==> src/rtl/clk_div_pkg.sv <==
// Shared definitions for the multi-channel clock-enable generator.
// Provides the channel-index width helper and the "channel off" divisor.
package clk_div_pkg;

    // Divisor value that switches a channel off.
    localparam int DIV_OFF = 0;

    // Width of a channel index: at least one bit even for a single channel.
    function automatic int ch_w(input int n);
        return (n > 1) ? $clog2(n) : 1;
    endfunction

endpackage

==> src/rtl/clk_div_chan.sv <==
// One divider channel: counter, active/pending divisor, tick and square out.
// Ports: clk12m, reset_n, en, sync_clr, wr/wval (write), tick, sq, pend.
module clk_div_chan
    import clk_div_pkg::*;
#(
    parameter int CLK_HZ = 12_000_000,
    parameter int CNT_W  = 24
) (
    input  logic             clk12m,
    input  logic             reset_n,
    input  logic             en,
    input  logic             sync_clr,
    input  logic             wr,
    input  logic [CNT_W-1:0] wval,
    output logic             tick,
    output logic             sq,
    output logic             pend
);

    typedef logic [CNT_W-1:0] cnt_t;

    localparam cnt_t RST_DIV = cnt_t'(CLK_HZ);
    localparam cnt_t OFF     = cnt_t'(DIV_OFF);

    cnt_t cnt, div, pdiv;
    cnt_t cnt_d, div_d, pdiv_d;
    cnt_t nxt, pv, ld;
    logic tick_d, sq_d, pend_d;
    logic wrap, pp, off;

    always_comb begin
        cnt_d  = cnt;
        div_d  = div;
        pdiv_d = pdiv;
        pend_d = pend;
        tick_d = 1'b0;
        sq_d   = sq;

        off  = (div == OFF);
        nxt  = cnt + 1'b1;
        wrap = !off && (cnt == div - 1'b1);

        // A write this cycle behaves as if it were already pending,
        // so a write coinciding with a wrap or sync_clr is applied there.
        pv = pdiv;
        pp = pend;
        if (wr) begin
            pv = wval;
            pp = 1'b1;
        end
        ld = pp ? pv : div;

        if (wr && wval == OFF) begin
            div_d  = OFF;
            cnt_d  = '0;
            sq_d   = 1'b0;
            pdiv_d = '0;
            pend_d = 1'b0;
        end else if (wr && off) begin
            // Off channel: nothing to finish, start the new period now.
            div_d  = wval;
            cnt_d  = '0;
            sq_d   = ((wval >> 1) == '0);
            pdiv_d = '0;
            pend_d = 1'b0;
        end else if (sync_clr) begin
            cnt_d  = '0;
            div_d  = ld;
            pdiv_d = '0;
            pend_d = 1'b0;
            sq_d   = (ld != OFF) && ((ld >> 1) == '0);
        end else if (en && !off) begin
            if (wrap) begin
                cnt_d  = '0;
                tick_d = 1'b1;
                div_d  = ld;
                pdiv_d = '0;
                pend_d = 1'b0;
                sq_d   = ((ld >> 1) == '0);
            end else begin
                cnt_d  = nxt;
                pdiv_d = pv;
                pend_d = pp;
                sq_d   = (nxt >= (div >> 1));
            end
        end else begin
            pdiv_d = pv;
            pend_d = pp;
        end
    end

    always_ff @(posedge clk12m or negedge reset_n) begin
        if (!reset_n) begin
            cnt  <= '0;
            div  <= RST_DIV;
            pdiv <= '0;
            pend <= 1'b0;
            tick <= 1'b0;
            sq   <= 1'b0;
        end else begin
            cnt  <= cnt_d;
            div  <= div_d;
            pdiv <= pdiv_d;
            pend <= pend_d;
            tick <= tick_d;
            sq   <= sq_d;
        end
    end

endmodule

==> src/rtl/clk_div_multi.sv <==
// Multi-channel programmable clock-enable generator (tick + square per ch).
// Ports: clk12m, reset_n, en, sync_clr, div_wr/div_ch/div_val, tick, sq, pend.
module clk_div_multi
    import clk_div_pkg::*;
#(
    parameter int CLK_HZ = 12_000_000,
    parameter int NUM_CH = 4,
    parameter int CNT_W  = 24
) (
    input  logic                      clk12m,
    input  logic                      reset_n,
    input  logic                      en,
    input  logic                      sync_clr,
    input  logic                      div_wr,
    input  logic [ch_w(NUM_CH)-1:0]   div_ch,
    input  logic [CNT_W-1:0]          div_val,
    output logic [NUM_CH-1:0]         tick,
    output logic [NUM_CH-1:0]         sq,
    output logic [NUM_CH-1:0]         pend
);

    for (genvar i = 0; i < NUM_CH; i++) begin : g_ch
        logic wr;

        // Indices >= NUM_CH match no channel, so such writes are dropped.
        assign wr = div_wr && (int'(div_ch) == i);

        clk_div_chan #(
            .CLK_HZ (CLK_HZ),
            .CNT_W  (CNT_W)
        ) u_chan (
            .clk12m   (clk12m),
            .reset_n  (reset_n),
            .en       (en),
            .sync_clr (sync_clr),
            .wr       (wr),
            .wval     (div_val),
            .tick     (tick[i]),
            .sq       (sq[i]),
            .pend     (pend[i])
        );
    end

endmodule
==> config.mk <==
export PLATFORM = sky130hd
export DESIGN_NAME = clk_div_multi
export DESIGN_NICKNAME = d
export VERILOG_FILES = /design/src/rtl/clk_div_pkg.sv /design/src/rtl/clk_div_chan.sv /design/src/rtl/clk_div_multi.sv
export SDC_FILE = /design/constraint.sdc
export NUM_CORES = 1
export LEC_CHECK = 0
export BUFFER_PORTS_ARGS = -buffer_cell sky130_fd_sc_hd__buf_2
export CAP_MARGIN = 5
export CORE_ASPECT_RATIO = 0.7
export CORE_MARGIN = 1.5
export CORE_UTILIZATION = 40
export CTS_CLUSTER_DIAMETER = 60
export DETAILED_ROUTE_END_ITERATION = 8
export GPL_TIMING_DRIVEN = 0
export PLACE_DENSITY = 0.59
export SLEW_MARGIN = 30
export SYNTH_ARGS = -nofsm -noshare
export SYNTH_HDL_FRONTEND = slang
export SYNTH_SLANG_ARGS = --single-unit
==> constraint.sdc <==
create_clock -name clk12m -period 4.83 [get_ports clk12m]
set_clock_uncertainty 0.2 [all_clocks]
set_input_delay 0.483 -clock clk12m [delete_from_list [all_inputs] [get_ports clk12m]]
set_output_delay 0.483 -clock clk12m [all_outputs]
set_load 0.02 [all_outputs]
Word-level counts from Yosys, hierarchy flattened
Cells that the tools add are included.
- logic and storage cells: 230
- input bits: 31
- register bits after elaboration: 300
- add/subtract/negate cells: 8
- $lt $le $gt $ge: 4
- reductions and logical operators: 55
- multiplexer cells: 132
- equal/unequal tests: 7
- operator list (cell ; number):
    $mux 24 ; 68
    $logic_not 24->1 ; 10
    $add 24x1->24 const B ; 4
    $eq 24x24->1 ; 4
    $ge 24x23->1 ; 4
    $reduce_bool 24->1 ; 4
    $sub 24x1->24 const B ; 4
    $mux 1 ; 64
    $reduce_bool 4->1 ; 8
    $logic_and 1x1->1 ; 24
    $reduce_and 2->1 ; 4
    $eq 2x2->1 const B ; 2
    $logic_not 1->1 ; 4
    $eq 2x1->1 const B ; 1
    $logic_not 2->1 ; 1

Depth between registers and ports, before layout
Gate-level depths: netlist of the first run.
- depth in word-level cells: 10
- mapped depth: 16

Hierarchy
A second synthesis of the first run with hierarchy kept.
- cells, all modules: 2747
- area, all modules: 23527.6 um^2
- modules (own cells, without submodules) (module ; area each (um^2) ; cells an instance ; times used ; sequential area each (um^2)):
    clk_div_chan at g_ch[0].u_chan ... ; 5926.9 ; 712 ; 2 ; 1889.3
    clk_div_chan at g_ch[2].u_chan ; 5819.3 ; 645 ; 1 ; 1889.3
    clk_div_chan at g_ch[3].u_chan ; 5816.8 ; 674 ; 1 ; 1889.3
    clk_div_multi ; 37.5 ; 4 ; 1 ; 0.0

Worst setup path after synthesis of the first run
OpenSTA, ideal clock, no wires.
- path kind: register -> register
- start: register g_ch[0].u_chan.div[10]
- end: register g_ch[0].u_chan.div[13]
- arrival: 3.395 ns
- cell stages (with the launch flop): 13
- path slack: 1.153 ns
- required time: 4.548 ns
- buffers on the path: 3
- path through: dfrtp_1 -> or4_4 -> or3_1 -> buf_2 -> or4_1 -> o31ai_1 -> o2111ai_1 -> nor4b_4 -> a21o_1 -> buf_4 -> o21ai_4 -> buf_6 -> a22oi_2
- word-level cells in the longest chain between the ends: 5
- elaborated cells on any way between the ends: 12
- RTL lines (element ; RTL line ; source):
    start: declaration ; clk_div_chan.sv:25 ; cnt_t cnt, div, pdiv;
    start signal: assignment ; clk_div_chan.sv:102 ; div <= div_d;
    $sub 24x1->24 / $logic_not 24->1 (equally long branches) ; clk_div_chan.sv:41, clk_div_chan.sv:39 ;
    $eq 24x24->1 / $logic_not 1->1 (equally long branches) ; clk_div_chan.sv:41, clk_div_chan.sv:72 ;
    $logic_and 1x1->1, on equally long branches ; clk_div_chan.sv:41, clk_div_chan.sv:72 ;
    $reduce_bool 4->1 (no line) ; -- ;
    $reduce_and 2->1 (no line) ; -- ;
Parallel ways exist; a longest one is shown, timed or not.
A chain may end at the register's enable or synchronous reset.

Final worst setup path of the first run
- start: register g_ch[2].u_chan.div[0]
- end: register g_ch[2].u_chan.div[9]
- word-level cells in the longest chain between the ends: 5
- elaborated cells on any way between the ends: 12
- RTL lines (element ; RTL line):
    start: declaration ; clk_div_chan.sv:25
    start signal: assignment ; clk_div_chan.sv:102
    $sub 24x1->24 / $logic_not 24->1 (equally long branches) ; clk_div_chan.sv:41, clk_div_chan.sv:39
    $eq 24x24->1 / $logic_not 1->1 (equally long branches) ; clk_div_chan.sv:41, clk_div_chan.sv:72
    $logic_and 1x1->1, on equally long branches ; clk_div_chan.sv:41, clk_div_chan.sv:72
    $reduce_bool 4->1 (no line) ; --
    $reduce_and 2->1 (no line) ; --
Parallel ways exist; a longest one is shown, timed or not.

==> qor.yml, run 1 <==
status:
  outcome: "finished, final reports clean"
floorplan:
  initial_core_util_pct: 40.8
  core.rowCount: 69
  chip_width_um: 276
  floorplan.io_pins: 43
  floorplan.die.height_um: 194
  die_area_um2: 53700
  core_region_area_um2: 51200
timing:
  setup_total_negative_slack_ns: 0
  final_min_period_over_clock_period_pct: 94.0
  max_freq_ghz: 0.220
  final.min_clock_period_ns: 4.54
  final_slew_viol_count: 0
  hold_viol_final: 0
  rsz_0062_raised_after_global_routing: "no"
  setup_viol: 0
  final_critical_path_setup_slack_ns: 0.291
  holdWs_ns: 0.0985
  max_slew.worst_pin.slew_ns: 0.945
  timing.max_slew.rel_slack_pct: 35.4
final_layout:
  area_growth_syn_to_layout_pct: 11.8
  final_common_cell: "sky130_fd_sc_hd__nand2_1"
  most_frequent_cells_in_the_layout: "sky130_fd_sc_hd__nand2_1, sky130_fd_sc_hd__dfrtp_1, sky130_fd_sc_hd__a21oi_1, sky130_fd_sc_hd__clkbuf_1, sky130_fd_sc_hd__xnor2_1"
  design_area_um2: 23400
  utilization_pct: 45.7
  drive_above_1_share_pct: 8.72
  nets: 2711
  layout.filler_cells: 5024
place:
  portBuffers: 33
  final_gp_congestion: 0.905
  postPlaceCellArea_um2: 22100
  dpl.hpwl_um: 52400
  detailedPlace.worstSlack_ns: -0.00890
pwr:
  p_comb_share_pct: 25.9
  pwr-share-seq_pct: 38.2
  leakage_nw: 10.1
  power_density_nw_per_um2: 349
  cell_internal_pwr_mw: 5.31
  swShare_pct: 35.0
  power.switching_mw: 2.86
  power.share.clock_pct: 35.9
  irDropWorstVdd_mv: 0.293
detailed_routing:
  dr.pass1.iters: 6
  total_routed_wirelength_um: 68900
  detail_route.iter0.violations: 1834
  detail-route-antenna-nets: 0
  avg_vias_per_cell: 5.99
  via_count: 19600
  drc: 0
  wire_per_inst_um: 21.0
clocking:
  cts_tree: "yes"
  cts_sinks: 300
  htreeDepth: 2
  clock_latency_ns: 0.56
  cts.clk_slew.worst_paths_ns: 0.06
  ctsRootBufferMaster: "sky130_fd_sc_hd__clkbuf_16"
  clock_path_buffers: 3
  cts_buffers: 36
  postCtsSetupBuffers: 0
grt:
  grt_start_max_net_pins: 88
  vias_in_the_first_global_route: 18500
  antenna_found_initial: 2
  grt_ovf: 0
  grt_pass1_wl_um: 108000
  grt_usage_pct: 25.4
synth:
  synth.yosys.warnings: 0
  top_ff_cell_synth: "sky130_fd_sc_hd__dfrtp_1"
  syn_area_per_cell_um2: 8.36
  synth_cell_types: 83
  synth_enable_flop_cells: 0
  syn-cell-area_um2: 20900
  synth.yosys.seq_area_share_pct: 36.1
  synth_area_leaders: "sky130_fd_sc_hd__dfrtp_1, sky130_fd_sc_hd__nand2_1, sky130_fd_sc_hd__ha_1"
  asyncSetResetFlopFracSynth_pct: 100
  synth_top_area_cell: "sky130_fd_sc_hd__dfrtp_1"
  synthesis.instances: 2500
  synth.ff_latch_count: 300
  post_synth_top_area_share_pct: 31.1
  syn_nets: 2635
flow_run:
  drv_cap: 0
worst_setup_path:
  startpoint: "g_ch[2].u_chan.div[0]"
  endpoint_required_time_on_the_critical_path_ns: 5.10
  cp-start-kind: "flip-flop"
  wp_data_arrival_ns: 4.81
  r2r-start: "g_ch[2].u_chan.div[0]"
  worstSetupPathType: "reg2reg"
  max_fo_critical_path: 10
  cp-end-kind: "flip-flop"
min_path:
  hold_path_startpoint: "div_val[3]"
  hp-class: "in2reg"
## registers in the layout, summed over array words and instances, names as in the netlist
name	cells
g_ch.u_chan.cnt	96
g_ch.u_chan.pdiv	96
g_ch.u_chan.div	96
g_ch.u_chan.tick	4
g_ch.u_chan.pend	4
g_ch.u_chan.sq	4
## layer usage
| layer | up-vias | global-route usage, % | part of all wire [%] |
|---|---|---|---|
| li1 | 9159 | - | - |
| met1 | 9649 | 39.5 | 50 |
| met2 | 717 | 35.5 | 40 |
| met3 | 106 | 4.54 | 8.0 |
| met4 | 2 | 6.22 | 2.3 |
| met5 | - | 0 | 0.019 |
## cell usage after synthesis (11+ instances only)
library cell,instances
sky130_fd_sc_hd__nand2_1,400
sky130_fd_sc_hd__dfrtp_1,260
sky130_fd_sc_hd__a21oi_1,153
sky130_fd_sc_hd__clkbuf_1,135
sky130_fd_sc_hd__xnor2_1,120
sky130_fd_sc_hd__nor2_1,115
sky130_fd_sc_hd__o21ai_0,115
sky130_fd_sc_hd__inv_1,111
sky130_fd_sc_hd__ha_1,104
sky130_fd_sc_hd__xor2_1,81
sky130_fd_sc_hd__nand3_1,79
sky130_fd_sc_hd__nor4_1,65
sky130_fd_sc_hd__nand4_1,64
sky130_fd_sc_hd__o22ai_1,62
sky130_fd_sc_hd__nor3_1,61
sky130_fd_sc_hd__a22o_1,46
sky130_fd_sc_hd__dfstp_2,40
sky130_fd_sc_hd__and3_1,37
sky130_fd_sc_hd__a21o_1,31
sky130_fd_sc_hd__a21boi_0,26
sky130_fd_sc_hd__a32o_1,23
sky130_fd_sc_hd__a22oi_1,21
sky130_fd_sc_hd__mux2i_1,21
sky130_fd_sc_hd__or3_1,18
sky130_fd_sc_hd__a31oi_1,17
sky130_fd_sc_hd__and2_1,17
sky130_fd_sc_hd__buf_2,16
sky130_fd_sc_hd__or4_1,16
sky130_fd_sc_hd__buf_4,15
sky130_fd_sc_hd__o211ai_1,15
sky130_fd_sc_hd__a2bb2oi_1,14
sky130_fd_sc_hd__nand3b_1,14
sky130_fd_sc_hd__nand2b_1,13
sky130_fd_sc_hd__nor2b_1,13
sky130_fd_sc_hd__o31ai_1,11
## power groups by stage
stage	logic, mW	registers, mW	clock network [mW]
3_5_place_dp	2.05	3.15	0
5_1_grt	2.34	3.15	3.09
3_3_place_gp	1.99	3.15	0
4_1_cts	2.07	3.11	3.00
6_report	2.11	3.12	2.93
2_1_floorplan	1.45	3.04	0
## worst paths after layout
kind / cells after the start / slack, ns / to
min in group asynchronous: 2 / 0.14 / g_ch[1].u_chan.cnt[13]
worst min register to register: 2 / 0.32 / g_ch[1].u_chan.div[23]
worst min-delay path: 3 / 0.1 / g_ch[3].u_chan.pdiv[3]
worst max-delay path: 13 / 0.29 / g_ch[2].u_chan.div[9]
worst max register to register: 13 / 0.29 / g_ch[2].u_chan.div[9]
max in group asynchronous: 4 / 3.14 / g_ch[2].u_chan.div[9]
## metrics by stage
| stage | power (mW) | std cells |
|---|---|---|
| floorplan | 4.49 | 2500 |
| finish | 8.17 | 3278 |
| global route | 8.58 | 3278 |
| detailed placement | 5.20 | 3211 |
| global placement | 5.14 | 3207 |
| CTS | 8.18 | 3277 |
## final cells by class
| type | count | area (µm²) | share of cell area, % |
|---|---|---|---|
| multi-input cells | 1909 | 12300 | 52.4 |
| flip-flops and latches | 300 | 7560 | 32.3 |
| clock buffers | 46 | 998 | 4.27 |
| well taps | 674 | 843 | 3.61 |
| plain buffers | 180 | 764 | 3.27 |
| inverters | 111 | 417 | 1.78 |
| repair buffers | 38 | 295 | 1.26 |
| clock inverters | 19 | 255 | 1.09 |
| diodes | 1 | 2.50 | 0.0107 |
## cells by family after synthesis
group,synth area share (%)
compound gates,19.9
flops,36.1
simple gates,22.6
xor+xnor,8.42
mux,1.01
buf+inv,5.64
fa+ha+maj,6.22
## worst max-delay path: stages (launching register included)
cell	delay [ns]
sky130_fd_sc_hd__dfrtp_1	0.44
sky130_fd_sc_hd__inv_1	0.13
sky130_fd_sc_hd__ha_1	0.29
sky130_fd_sc_hd__or4b_1	0.55
sky130_fd_sc_hd__clkbuf_1	0.33
sky130_fd_sc_hd__or3_1	0.44
sky130_fd_sc_hd__a211oi_2	0.34
sky130_fd_sc_hd__o2111ai_2	0.23
sky130_fd_sc_hd__a2111oi_4	0.34
sky130_fd_sc_hd__a21o_1	0.16
sky130_fd_sc_hd__clkbuf_1	0.26
sky130_fd_sc_hd__o21ai_1	0.25
sky130_fd_sc_hd__buf_2	0.27
sky130_fd_sc_hd__a22oi_1	0.23
## repair_timing
item                       4_1_cts  5_1_grt
setup endpoints to repair       10       62
hold endpoints to repair       150        0
hold buffers                     1        0
gates resized for setup          2        7
No activity file was read; power rests on OpenSTA's default activity.
==> run 2: changes to the inputs <==
--- a/config.mk
+++ b/config.mk
@@ -13,7 +13,7 @@
 export CTS_CLUSTER_DIAMETER = 60
 export DETAILED_ROUTE_END_ITERATION = 8
 export GPL_TIMING_DRIVEN = 0
-export PLACE_DENSITY = 0.59
+export PLACE_DENSITY = 0.61
 export SLEW_MARGIN = 30
 export SYNTH_ARGS = -nofsm -noshare
 export SYNTH_HDL_FRONTEND = slang
==> constraint.sdc (replaced) <==
create_clock -name clk12m -period 4 [get_ports clk12m]
set_clock_uncertainty 0.2 [all_clocks]
set_input_delay 0.4 -clock clk12m [delete_from_list [all_inputs] [get_ports clk12m]]
set_output_delay 0.4 -clock clk12m [all_outputs]
set_load 0.05 [all_outputs]
==> run 2 against run 1 <==
Net effect: total power increased by 25%; worst hold slack got worse by 0.068 ns; count of clock-buffer cells in the layout decreased by 3; sequential cell count unchanged; die area unchanged; critical path type unchanged; largest cell class unchanged; largest power group unchanged; highest routed layer is now met4.
==> qor.yml, run 2 (synthesis gave the netlist of run 1 again) <==
clocking:
  clock_path_buffers: 3
  cts_tree: "yes"
  clock_latency_ns: 0.55
  htreeDepth: 2
  cts_buffers: 35
  cts_sinks: 300
  cts.clk_slew.worst_paths_ns: 0.07
  ctsRootBufferMaster: "sky130_fd_sc_hd__clkbuf_16"
worst_setup_path:
  r2r-start: "g_ch[2].u_chan.div[0]"
  worstSetupPathType: "reg2reg"
  r2r_cells: 12
  cp-start-kind: "flip-flop"
  reg2reg_slack_ns: 0.10
  crit_path_frequent_cell: "sky130_fd_sc_hd__or3_1"
  endpoint_required_time_on_the_critical_path_ns: 4.28
  max_fo_critical_path: 10
  critical_path.slowest_cell: "sky130_fd_sc_hd__or4b_4"
  r2r_end: "g_ch[2].u_chan.sq"
  cp_cell_sequence: "inv_2 > ha_4 > or4b_4 > clkbuf_8 > or3_1 > a211oi_4 > o2111ai_4 > a2111oi_4 > buf_4 > nand2_2 > or3_1 > a31oi_1"
  cp-end-kind: "flip-flop"
  critPathMaxStageDelay_ns: 0.49
  wp_data_arrival_ns: 4.18
pwr:
  leakage_nw: 10.4
  swShare_pct: 35.0
  irDropWorstVdd_mv: 0.320
  cell_internal_pwr_mw: 6.66
  pwr-share-seq_pct: 37.6
  power.switching_mw: 3.58
  p_comb_share_pct: 26.6
  power_density_nw_per_um2: 423
  power.share.clock_pct: 35.8
place:
  portBuffers: 33
  dpl.hpwl_um: 51900
  detailedPlace.worstSlack_ns: -0.910
  final_gp_congestion: 0.936
min_path:
  hold-path-cell-count: 3
  hold_path_startpoint: "div_val[9]"
  hp-class: "in2reg"
  worstHoldEndpoint: "g_ch[3].u_chan.pdiv[9]"
grt:
  antenna_found_initial: 1
  grt_ovf: 0
  grt_usage_pct: 25.3
  grt_pass1_wl_um: 109000
  grt_start_max_net_pins: 85
  vias_in_the_first_global_route: 18800
floorplan:
  chip_width_um: 276
  die_area_um2: 53700
  core_region_area_um2: 51200
  core.rowCount: 69
  floorplan.die.height_um: 194
  floorplan.io_pins: 43
  initial_core_util_pct: 40.8
timing:
  hold_viol_final: 0
  rsz_0062_raised_after_global_routing: "yes"
  setup_viol: 0
  final_slew_viol_count: 0
  max_slew.worst_pin.slew_ns: 0.945
  final_critical_path_setup_slack_ns: 0.100
  max_freq_ghz: 0.256
  final.min_clock_period_ns: 3.90
  holdWs_ns: 0.0301
  timing.max_slew.rel_slack_pct: 37.0
  final_min_period_over_clock_period_pct: 97.5
final_layout:
  drive_above_1_share_pct: 13.0
  layout.filler_cells: 4964
  final_common_cell: "sky130_fd_sc_hd__nand2_1"
  largestRegisters: "g_ch.u_chan.cnt: 96 flops, g_ch.u_chan.div: 96 flops, g_ch.u_chan.pdiv: 96 flops"
  antenna_cells: 0
  area_growth_syn_to_layout_pct: 15.8
  nets: 2741
  most_frequent_cells_in_the_layout: "sky130_fd_sc_hd__nand2_1, sky130_fd_sc_hd__dfrtp_1, sky130_fd_sc_hd__a21oi_1, sky130_fd_sc_hd__xnor2_1, sky130_fd_sc_hd__o21ai_0"
detailed_routing:
  detail_route.iter0.violations: 1879
  avg_vias_per_cell: 5.99
  via_count: 19800
  detail-route-antenna-nets: 0
  wire_per_inst_um: 21.0
  dr.pass1.iters: 6
  total_routed_wirelength_um: 69500
  drc: 0
flow_run:
  drv_cap: 0
status:
  outcome: "finished, final reports clean"
==> run 2: worst max-delay path by stage <==
stage                                       from                     end  cells past startpoint
after global placement                   reset_n  g_ch[2].u_chan.div[10]                      1
final                      g_ch[2].u_chan.div[0]       g_ch[2].u_chan.sq                     12
after floorplan           g_ch[0].u_chan.div[10]  g_ch[0].u_chan.div[13]                     12
after global routing       g_ch[1].u_chan.cnt[2]       g_ch[1].u_chan.sq                     16
after detailed placement   g_ch[2].u_chan.div[5]  g_ch[2].u_chan.div[21]                     12
after CTS                  g_ch[2].u_chan.div[0]  g_ch[2].u_chan.div[21]                     12
==> run 2: what timing repair did <==
item / in CTS / in global routing
setup endpoints to repair: 288 / 286
pin swaps: 12 / 22
setup buffers: 16 / 20
hold buffers: 6 / 0
cloned: 0 / 1
endpoints found under the hold margin: 67 / 0
resized for setup: 57 / 95
==> run 2: area by class of cell <==
class | count | area [µm²] | area share [%]
inverter | 111 | 417 | 1.72
multi-input combinational | 1909 | 12700 | 52.3
timing repair buffer | 79 | 626 | 2.58
clock buffer | 43 | 956 | 3.95
buffer | 170 | 798 | 3.30
clock inverter | 20 | 339 | 1.40
sequential | 300 | 7570 | 31.3
tap | 674 | 843 | 3.48
==> run 2: power groups by stage <==
stage          clock (mW)  sequential (mW)  combinational [mW]
6_report             3.67             3.85                2.72
3_5_place_dp            0             3.81                2.48
5_1_grt              3.85             3.89                2.98
3_3_place_gp            0             3.80                2.40
2_1_floorplan           0             3.67                1.77
4_1_cts              3.73             3.79                2.55
==> run 2: critical path: cells and delay by family, from the launching register on <==
family          cells  cell delay, ns
simple gates        4            1.42
compound gates      4            1.03
flops               1            0.46
fa+ha+maj           1            0.18
buf+inv             3            0.52
==> run 2: routing by layer <==
metal | wire, µm | GRT usage (%) | share of wire [%] | vias up
met4 | 1250 | 5.38 | 1.8 | 0
met1 | 33200 | 38.9 | 48 | 9656
met2 | 28200 | 35.3 | 41 | 826
met3 | 6820 | 6.00 | 9.8 | 86
li1 | - | - | - | 9244
met5 | 0 | 0 | 0 | -
==> run 2: metrics by stage <==
step / setup TNS [ns] / std cells / area [µm²] / power (mW) / utilization, %
2_1_floorplan: 0 / 2500 / 20900 / 5.43 / -
5_1_grt: -1.61 / 3306 / 24200 / 10.7 / 47.3
4_1_cts: 0 / 3291 / 23700 / 10.1 / 46.3
3_3_place_gp: -1083.50 / 3207 / 21900 / 6.20 / 42.8
3_5_place_dp: -133.00 / 3210 / 22000 / 6.29 / 43.0
6_report: 0 / 3306 / 24200 / 10.2 / 47.3
